### src/rtl/led_pkg.sv
// Shared constants for the 7-segment scan capture: glyph table, digit count, FSM states.
package led_pkg;

    localparam int NUM_DIGITS = 8;

    // Segment order is gfedcba, segment a in bit 0.
    localparam logic [6:0] SEG_BLANK = 7'h00;
    localparam logic [6:0] SEG_0 = 7'h3F;
    localparam logic [6:0] SEG_1 = 7'h06;
    localparam logic [6:0] SEG_2 = 7'h5B;
    localparam logic [6:0] SEG_3 = 7'h4F;
    localparam logic [6:0] SEG_4 = 7'h66;
    localparam logic [6:0] SEG_5 = 7'h6D;
    localparam logic [6:0] SEG_6 = 7'h7D;
    localparam logic [6:0] SEG_7 = 7'h07;
    localparam logic [6:0] SEG_8 = 7'h7F;
    localparam logic [6:0] SEG_9 = 7'h6F;
    localparam logic [6:0] SEG_A = 7'h77;
    localparam logic [6:0] SEG_B = 7'h7C;
    localparam logic [6:0] SEG_C = 7'h39;
    localparam logic [6:0] SEG_D = 7'h5E;
    localparam logic [6:0] SEG_E = 7'h79;
    localparam logic [6:0] SEG_F = 7'h71;

    typedef enum logic {IDLE, COLLECT} state_t;

    function automatic logic [6:0] seg_glyph(input logic [3:0] n);
        case (n)
            4'h0: return SEG_0;
            4'h1: return SEG_1;
            4'h2: return SEG_2;
            4'h3: return SEG_3;
            4'h4: return SEG_4;
            4'h5: return SEG_5;
            4'h6: return SEG_6;
            4'h7: return SEG_7;
            4'h8: return SEG_8;
            4'h9: return SEG_9;
            4'hA: return SEG_A;
            4'hB: return SEG_B;
            4'hC: return SEG_C;
            4'hD: return SEG_D;
            4'hE: return SEG_E;
            default: return SEG_F;
        endcase
    endfunction

endpackage

### src/rtl/seg7_decode.sv
// Combinational reverse lookup of a lit-high segment pattern to a hex nibble.
module seg7_decode
    import led_pkg::*;
(
    input  logic [6:0] seg,
    output logic [3:0] nibble,
    output logic       blank,
    output logic       invalid
);

    always_comb begin
        nibble  = 4'h0;
        blank   = (seg == SEG_BLANK);
        invalid = (seg != SEG_BLANK);
        for (int i = 0; i < 16; i++) begin
            if (seg == seg_glyph(4'(i))) begin
                nibble  = 4'(i);
                invalid = 1'b0;
            end
        end
    end

endmodule

### src/rtl/led_scan_capture.sv
// Monitors a multiplexed 8-digit 7-segment scan and rebuilds whole frames,
// flagging out-of-order digits, multi-hot enables, unknown glyphs and stalls.
module led_scan_capture
    import led_pkg::*;
#(
    parameter bit SEG_ACTIVE_LOW = 1'b1,
    parameter bit EN_ACTIVE_LOW  = 1'b1,
    parameter int SETTLE_CYCLES  = 4,
    parameter int TIMEOUT_CYCLES = 4096
) (
    input  logic        clk,
    input  logic        nrst,
    input  logic [7:0]  seg,
    input  logic [7:0]  dig_en,
    output logic        frame_valid,
    output logic [31:0] frame_data,
    output logic [7:0]  frame_dp,
    output logic [7:0]  frame_blank,
    output logic        scan_err,
    output logic        onehot_err,
    output logic        decode_err,
    output logic        stalled
);

    localparam int SW = (SETTLE_CYCLES > 1) ? $clog2(SETTLE_CYCLES) : 1;
    localparam int TW = $clog2(TIMEOUT_CYCLES + 1);
    localparam logic [SW-1:0] SETTLE_MAX = SW'(SETTLE_CYCLES - 1);
    localparam logic [TW-1:0] TOUT_MAX   = TW'(TIMEOUT_CYCLES);
    localparam logic [TW-1:0] TOUT_LAST  = TW'(TIMEOUT_CYCLES - 1);

    logic [7:0]    seg_q, en_q, en_d;
    logic [SW-1:0] settle_cnt, settle_nxt;
    logic          taken;
    logic          stable, fire, multi_hot, good;
    logic [2:0]    digit;
    logic [3:0]    dec_nib;
    logic          dec_blank, dec_inv;
    logic [TW-1:0] tout_cnt;
    logic          stall_hit;

    state_t        state, state_nxt;
    logic [2:0]    exp_dig, exp_nxt;
    logic          store, frame_done, scan_hit;

    logic [NUM_DIGITS-1:0][3:0] nib_buf;
    logic [NUM_DIGITS-1:0]      dp_buf, blank_buf;

    // Internal form: 1 = lit segment / selected digit.
    always_ff @(posedge clk or negedge nrst) begin
        if (!nrst) begin
            seg_q <= '0;
            en_q  <= '0;
            en_d  <= '0;
        end else begin
            seg_q <= SEG_ACTIVE_LOW ? ~seg : seg;
            en_q  <= EN_ACTIVE_LOW ? ~dig_en : dig_en;
            en_d  <= en_q;
        end
    end

    assign stable    = (en_q == en_d) && (en_q != 8'h00);
    assign multi_hot = (en_q & (en_q - 8'd1)) != 8'h00;

    always_comb begin
        settle_nxt = '0;
        if (stable)
            settle_nxt = (settle_cnt == SETTLE_MAX) ? settle_cnt : settle_cnt + SW'(1);
    end

    // 'taken' blocks a second sample until the enable pattern changes.
    assign fire = stable && !taken && (settle_nxt == SETTLE_MAX);
    assign good = fire && !multi_hot;

    always_ff @(posedge clk or negedge nrst) begin
        if (!nrst) begin
            settle_cnt <= '0;
            taken      <= 1'b0;
        end else begin
            settle_cnt <= settle_nxt;
            taken      <= stable && (taken || fire);
        end
    end

    always_comb begin
        digit = 3'd0;
        for (int i = 0; i < NUM_DIGITS; i++)
            if (en_q[i]) digit = 3'(i);
    end

    seg7_decode u_dec (
        .seg     (seg_q[6:0]),
        .nibble  (dec_nib),
        .blank   (dec_blank),
        .invalid (dec_inv)
    );

    // Only a usable (one-hot) sample counts as activity for the stall timer.
    assign stall_hit = !good && (tout_cnt == TOUT_LAST);

    always_ff @(posedge clk or negedge nrst) begin
        if (!nrst) begin
            tout_cnt <= '0;
            stalled  <= 1'b0;
        end else if (good) begin
            tout_cnt <= '0;
            stalled  <= 1'b0;
        end else begin
            if (tout_cnt != TOUT_MAX) tout_cnt <= tout_cnt + TW'(1);
            if (stall_hit) stalled <= 1'b1;
        end
    end

    always_comb begin
        state_nxt  = state;
        exp_nxt    = exp_dig;
        store      = 1'b0;
        frame_done = 1'b0;
        scan_hit   = 1'b0;
        if (good) begin
            if (state == IDLE || exp_dig == 3'd0) begin
                if (digit == 3'd0) begin
                    store     = 1'b1;
                    exp_nxt   = 3'd1;
                    state_nxt = COLLECT;
                end else if (state == COLLECT) begin
                    scan_hit  = 1'b1;
                    exp_nxt   = 3'd0;
                    state_nxt = IDLE;
                end
            end else if (digit == exp_dig) begin
                store      = 1'b1;
                exp_nxt    = exp_dig + 3'd1;
                frame_done = (digit == 3'd7);
            end else begin
                scan_hit = 1'b1;
                if (digit == 3'd0) begin
                    store   = 1'b1;
                    exp_nxt = 3'd1;
                end else begin
                    exp_nxt   = 3'd0;
                    state_nxt = IDLE;
                end
            end
        end else if (stall_hit) begin
            exp_nxt   = 3'd0;
            state_nxt = IDLE;
        end
    end

    always_ff @(posedge clk or negedge nrst) begin
        if (!nrst) begin
            state     <= IDLE;
            exp_dig   <= 3'd0;
            nib_buf   <= '0;
            dp_buf    <= '0;
            blank_buf <= '0;
        end else begin
            state   <= state_nxt;
            exp_dig <= exp_nxt;
            if (store) begin
                nib_buf[digit]   <= dec_nib;
                dp_buf[digit]    <= seg_q[7];
                blank_buf[digit] <= dec_blank;
            end
        end
    end

    // Digit 7 is still being written into the buffer, so it is taken straight from the decoder.
    always_ff @(posedge clk or negedge nrst) begin
        if (!nrst) begin
            frame_valid <= 1'b0;
            frame_data  <= '0;
            frame_dp    <= '0;
            frame_blank <= '0;
            scan_err    <= 1'b0;
            onehot_err  <= 1'b0;
            decode_err  <= 1'b0;
        end else begin
            frame_valid <= frame_done;
            scan_err    <= scan_hit;
            onehot_err  <= fire && multi_hot;
            decode_err  <= good && dec_inv;
            if (frame_done) begin
                frame_data  <= {dec_nib, nib_buf[6:0]};
                frame_dp    <= {seg_q[7], dp_buf[6:0]};
                frame_blank <= {dec_blank, blank_buf[6:0]};
            end
        end
    end

endmodule

### config.mk
export PLATFORM = sky130hd
export DESIGN_NAME = led_scan_capture
export DESIGN_NICKNAME = d
export VERILOG_FILES = /design/src/rtl/led_pkg.sv /design/src/rtl/seg7_decode.sv /design/src/rtl/led_scan_capture.sv
export SDC_FILE = /design/constraint.sdc
export NUM_CORES = 1
export LEC_CHECK = 0
export BUFFER_PORTS_ARGS = -buffer_cell sky130_fd_sc_hd__buf_2
export CAP_MARGIN = 10
export CORE_MARGIN = 10
export CORE_UTILIZATION = 62
export CTS_BUF_LIST = sky130_fd_sc_hd__clkbuf_16
export DETAILED_ROUTE_END_ITERATION = 8
export MAX_ROUTING_LAYER = met4
export PLACE_DENSITY = 0.85
export SLEW_MARGIN = 5
export SYNTH_ARGS = -nofsm -noshare
export SYNTH_HDL_FRONTEND = slang
export SYNTH_HIERARCHICAL = 1
export SYNTH_SLANG_ARGS = --single-unit
### constraint.sdc
create_clock -name clk -period 4.3 [get_ports clk]
set_clock_uncertainty 0.15 [all_clocks]
set_input_delay 0.215 -clock clk [delete_from_list [all_inputs] [get_ports clk]]
set_output_delay 0.215 -clock clk [all_outputs]
set_load 0.1 [all_outputs]
# Yosys cells after proc, flatten, opt, wreduce, memory -nomap -nowiden
# Index checks and enable logic that the tools add are counted.
# op_classes
mul	0
reduce_logical	24
n_bitwise	4
n_lt_le_gt_ge	2
muxes	75
addsub	4
eq_ne	26
n_shift	0
div_mod_pow	0
# op_table
cell	n
7-bit == test, second input constant	12
3-bit 2-to-1 mux	16
1-bit 2-to-1 mux	39
4-bit 2-to-1 mux	9
32-bit bitwise mux	1
13-bit 2-to-1 mux	2
8-bit bitwise mux	2
8-bit NOT	2
8-bit nonzero test	2
7-bit by 3-bit == test with 1-bit output, second input constant	2
7-bit by 6-bit == test with 1-bit output, second input constant	2
13-bit by 1-bit adder with 13-bit output, second input constant	1
13-bit by 12-bit == test with 1-bit output, second input constant	1
13-bit inequality test, second input constant	1
4-bit demux with 3-bit select	1
1-bit logical AND	9
8-bit AND	1
8-bit == test	1
2-bit 2-to-1 mux	4
8-bit by 1-bit subtractor with 8-bit output, second input constant	1
7-bit zero test	1
7-bit nonzero test	1
3-bit zero test	2
3-bit inequality test, second input constant	2
other kinds (15)	20
# totals
out_inout_bits	53
latchBits	0
ram_bits	0
register_bits	145
rom_bits	0
memories	0

# Depth between registers and ports, before layout
# logic_depth
word_depth	18
depth_mapped	9
ltp_nobuf	7

# Modules after synthesis
# The synthesis kept the hierarchy.
# modules_own_cells
module	seq_area_each_um2	cells_per_inst	area_each_um2	instances
led_scan_capture	3478.3	409	5642.9	1
seg7_decode	0.0	54	386.6	1

# Least setup slack after synthesis
# Ideal clock, no wire load.
# synth_timing
path_type	reg-to-reg
start	reg en_q[5]
end	reg blank_buf[3]
n_path_buf	3
period_less_slack_ps	2973
stages_incl_launch_ff	10
required_time_ps	4025
setup_slack_ps	1327
arrival_ps	2698
cell_sequence	dfrtp_1 -> buf_6 -> nor3_2 -> maj3_1 -> or3b_4 -> or3_1 -> buf_6 -> or4_4 -> buf_6 -> mux2_4
# synth_between
elab_chain_cells	8
elab_cells_between_ends	27
classes_between	add/sub: 1; order compare: 2; eq/ne: 3; mux: 11; bitwise: 1; reduce/logical: 9
# synth_lines
element	line	text
start, declared	led_scan_capture.sv:31	logic [7:0] seg_q, en_q, en_d;
start signal, assigned	led_scan_capture.sv:56	en_q <= EN_ACTIVE_LOW ? ~dig_en : dig_en;
3-bit 2-to-1 mux (3 in series)	led_scan_capture.sv:87	if (en_q[i]) digit = 3'(i);
3-bit by 4-bit less-than comparator with 1-bit output (not written as such), or another cell as far along	led_scan_capture.sv:163	blank_buf[digit] <= dec_blank;
1-bit logical AND (not written as such) / 1-bit 2-to-1 mux (equally long branches)	led_scan_capture.sv:163, led_scan_capture.sv:121, led_scan_capture.sv:136	
1-bit 2-to-1 mux, on equally long branches	led_scan_capture.sv:163, led_scan_capture.sv:130	
1-bit demux with 3-bit select / 1-bit 2-to-1 mux (equally long branches)	led_scan_capture.sv:163, led_scan_capture.sv:120	
8-bit bitwise mux / 1-bit 2-to-1 mux (equally long branches)	led_scan_capture.sv:163, led_scan_capture.sv:119	
end signal, assigned by index	led_scan_capture.sv:163	
end, declared	led_scan_capture.sv:46	logic [NUM_DIGITS-1:0] dp_buf, blank_buf;
# Parallel ways exist; a longest one is shown, timed or not.
# A chain may end at the register's enable or synchronous reset.

# Worst setup path in the final report
# layout_timing
start	reg en_q[1]
end	reg blank_buf[3]
# layout_between
elab_chain_cells	12
elab_cells_between_ends	31
classes_between	add/sub: 1; order compare: 2; eq/ne: 3; mux: 15; bitwise: 1; reduce/logical: 9
# layout_lines
element	line
1-bit 2-to-1 mux	led_scan_capture.sv:87
3-bit 2-to-1 mux (6 in series)	led_scan_capture.sv:87
3-bit by 4-bit less-than comparator with 1-bit output (not written as such), or another cell as far along	led_scan_capture.sv:163
1-bit logical AND (not written as such) / 1-bit 2-to-1 mux (equally long branches)	led_scan_capture.sv:163, led_scan_capture.sv:121, led_scan_capture.sv:136
1-bit 2-to-1 mux, on equally long branches	led_scan_capture.sv:163, led_scan_capture.sv:130
1-bit demux with 3-bit select / 1-bit 2-to-1 mux (equally long branches)	led_scan_capture.sv:163, led_scan_capture.sv:120
8-bit bitwise mux / 1-bit 2-to-1 mux (equally long branches)	led_scan_capture.sv:163, led_scan_capture.sv:119
# Parallel ways exist; a longest one is shown, timed or not.

==> metrics.yaml <==
post-place-ws_ns: 1.085
rsz0062_at_grt: "no"
hold_viol_final: 0
layout_setup_ws_ns: 0.9563
crit_slowest_cell: "or4_4"
syn_inst: 463
min_period_over_period_pct: 77.76
synthFlopType: "dfrtp_1"
synth_area_um2: 6030
cts.path.max_buffers: 2
multiInputGateArea_um2: 2336
route.layer.met1.wl_mm: 5.412
firstDrtPassIters: 5
die-area_um2: 14070
clock-sinks: 139
grt_pass1_wl_mm: 21.65
tightest_slew_ns: 0.9163
highest_layer: "met4"
min_period_ns: 3.344
syn_area_per_cell_um2: 13.02
cp_data_arrival_time_ns: 3.49
maxCapViolCount: 0
path_class: "register to register"
vdd_ir_drop_max_mv: 0.3316
clk_pin_slew_ns: 0.06
drt_iter0_markers: 435
critical_path.max_fanout: 8
rows: 35
holdCritPathClass: "register to register"
cp.required_ns: 4.45
gp_congestion: 0.9124
synth_warnings: 6
setup_viol: 0
synth.net_count: 485
critical_path.max_stage_delay_ns: 0.66
synth_edf_count: 0
cts_setup_buffers: 0
drv_slew: 0
htreeDepth: 4
portBuffers: 70
die_w_um: 118.6
ys_ff_latch: 139
power.leakage_nw: 3.685
netlist-cell-type-count: 61
drive_above_1_share_pct: 37.77
remaining_drc_errors: 0
async_reset_ff_share_pct: 100.0
ys_seq_area_share_pct: 57.69
routed_wl_mm: 12.80
crit_path_end_kind: "register"
stdcell_count: 693
regToRegSetupSlack_ns: 0.96
clk_latency_ns: 0.42
cts-root-buf: "clkbuf_16"
layout_commonest_cell: "dfrtp_1"
core_area_um2: 9371
io_pins: 71
die_h_um: 118.6
initial_utilization_pct: 64.34
ff_latch_area_um2: 3478
grt_usage_pct: 19.56
drtAntennaViolNets: 0
clock.fmax_ghz: 0.2991
path_cells: "xor2_1, nor4_1, nand3_1, or3_1, or4_4, mux2_4"
wl_met2_mm: 6.574
fin_nets: 573
n_antenna_cell: 0
cts_buffers: 17
grt_start_max_net_pins: 107
place_inst: 644
total_power_mw: 2.810
finalSetupTns_ns: 0
status: "complete, no violations"
overflow: 0
cts_tree: "built"
cp-start-kind: "register"
final_cell_mix: "139 x dfrtp_1, 86 x mux2_2, 69 x buf_2"
antenna_found_initial: 0
area_growth_pct: 19.19
routedWlPerCell_um: 18.47
vias_per_cell: 5.667
vias: 3927
hpwl_mm: 8.330
wl_met3_um: 584
fillers: 579
slew_headroom_pct: 38.92
grt_pass1_vias: 4235
power_density_nw_per_um2: 391.0
==> final timing paths <==
path	startpoint	end	cells after the start
hold / removal	en_q[0]$_DFF_PN0_	en_d[0]$_DFF_PN0_	0
hold reg to reg	en_q[0]$_DFF_PN0_	en_d[0]$_DFF_PN0_	0
max in group asynchronous	nrst	frame_data[11]$_DFFE_PN0P_	3
setup reg to reg	en_q[1]$_DFF_PN0_	blank_buf[3]$_DFFE_PN0P_	6
setup / recovery	en_q[1]$_DFF_PN0_	blank_buf[3]$_DFFE_PN0P_	6
min in group asynchronous	nrst	en_q[5]$_DFF_PN0_	2
==> registers in the layout, indices dropped and copies added, names as in the netlist <==
name / cells
blank_buf: 7
decode_err: 1
dp_buf: 7
en_d: 8
en_q: 8
exp_dig: 3
frame_blank: 8
frame_data: 32
frame_dp: 8
frame_valid: 1
nib_buf: 28
onehot_err: 1
scan_err: 1
seg_q: 8
settle_cnt: 2
stalled: 1
state: 1
taken: 1
tout_cnt: 13
==> layout make-up <==
class	instances	share of cell area, %
clock buffer	17	5.919
sequential	139	48.40
timing repair buffer	90	7.643
multi-input combinational	278	32.50
tap	129	2.246
clock inverter	15	1.985
inverter	25	1.306
==> through the flow <==
step	cell area [um2]	util, %	hold WS [ns]
2_1_floorplan	6030	-	-0.2306
3_3_place_gp	6449	68.81	0.2084
3_5_place_dp	6449	68.81	0.2098
4_1_cts	7187	76.69	0.3039
5_1_grt	7187	76.69	0.3192
6_report	7187	76.69	0.3050
==> logic make-up after synthesis <==
| family | count (synthesis) | share of synthesized area (%) |
|---|---|---|
| xor+xnor | 19 | 2.760 |
| buf+inv | 46 | 3.652 |
| flops | 139 | 57.69 |
| simple gates | 120 | 12.14 |
| mux | 93 | 17.72 |
| fa+ha+maj | 5 | 0.9961 |
| compound gates | 41 | 5.043 |
==> power breakdown <==
| group | internal, mW | total (mW) | switching (mW) |
|---|---|---|---|
| clock | 0.804 | 1.38 | 0.577 |
| combinational | 0.0352 | 0.0848 | 0.0495 |
| sequential | 1.32 | 1.34 | 0.0249 |
==> worst max-delay path, delay by kind of cell, from the launching register on <==
| kind | cells | cell delay, ns |
|---|---|---|
| DFF | 1 | 0.46 |
| and+or+nand+nor | 4 | 2.09 |
| xor gates and xnor gates | 1 | 0.19 |
| muxes | 1 | 0.33 |
==> Yosys cell counts, types with 8 or more instances <==
cell type  instances  area, um2
dfrtp_1          139       3478
mux2_2            86      968.4
nor2_1            31      116.4
inv_1             25      93.84
nand3_1           16      80.08
xor2_1            16      140.1
nand2_1           12      45.04
o21ai_0           10      50.05
a21oi_1            9      45.04
buf_2              8      40.04
nand4_1            8      50.05
==> layer usage <==
metal	up-vias	global-route usage, %
li1	1811	-
met1	1975	22.85
met2	120	31.54
met3	21	5.378
met4	0	7.481
met5	-	-
==> repair_timing <==
item | 4_1_cts | 5_1_grt
gates resized for setup | 0 | 0
endpoints found under the hold margin | 121 | 0
hold buffers | 17 | 0
No activity file was read; power rests on OpenSTA's default activity.
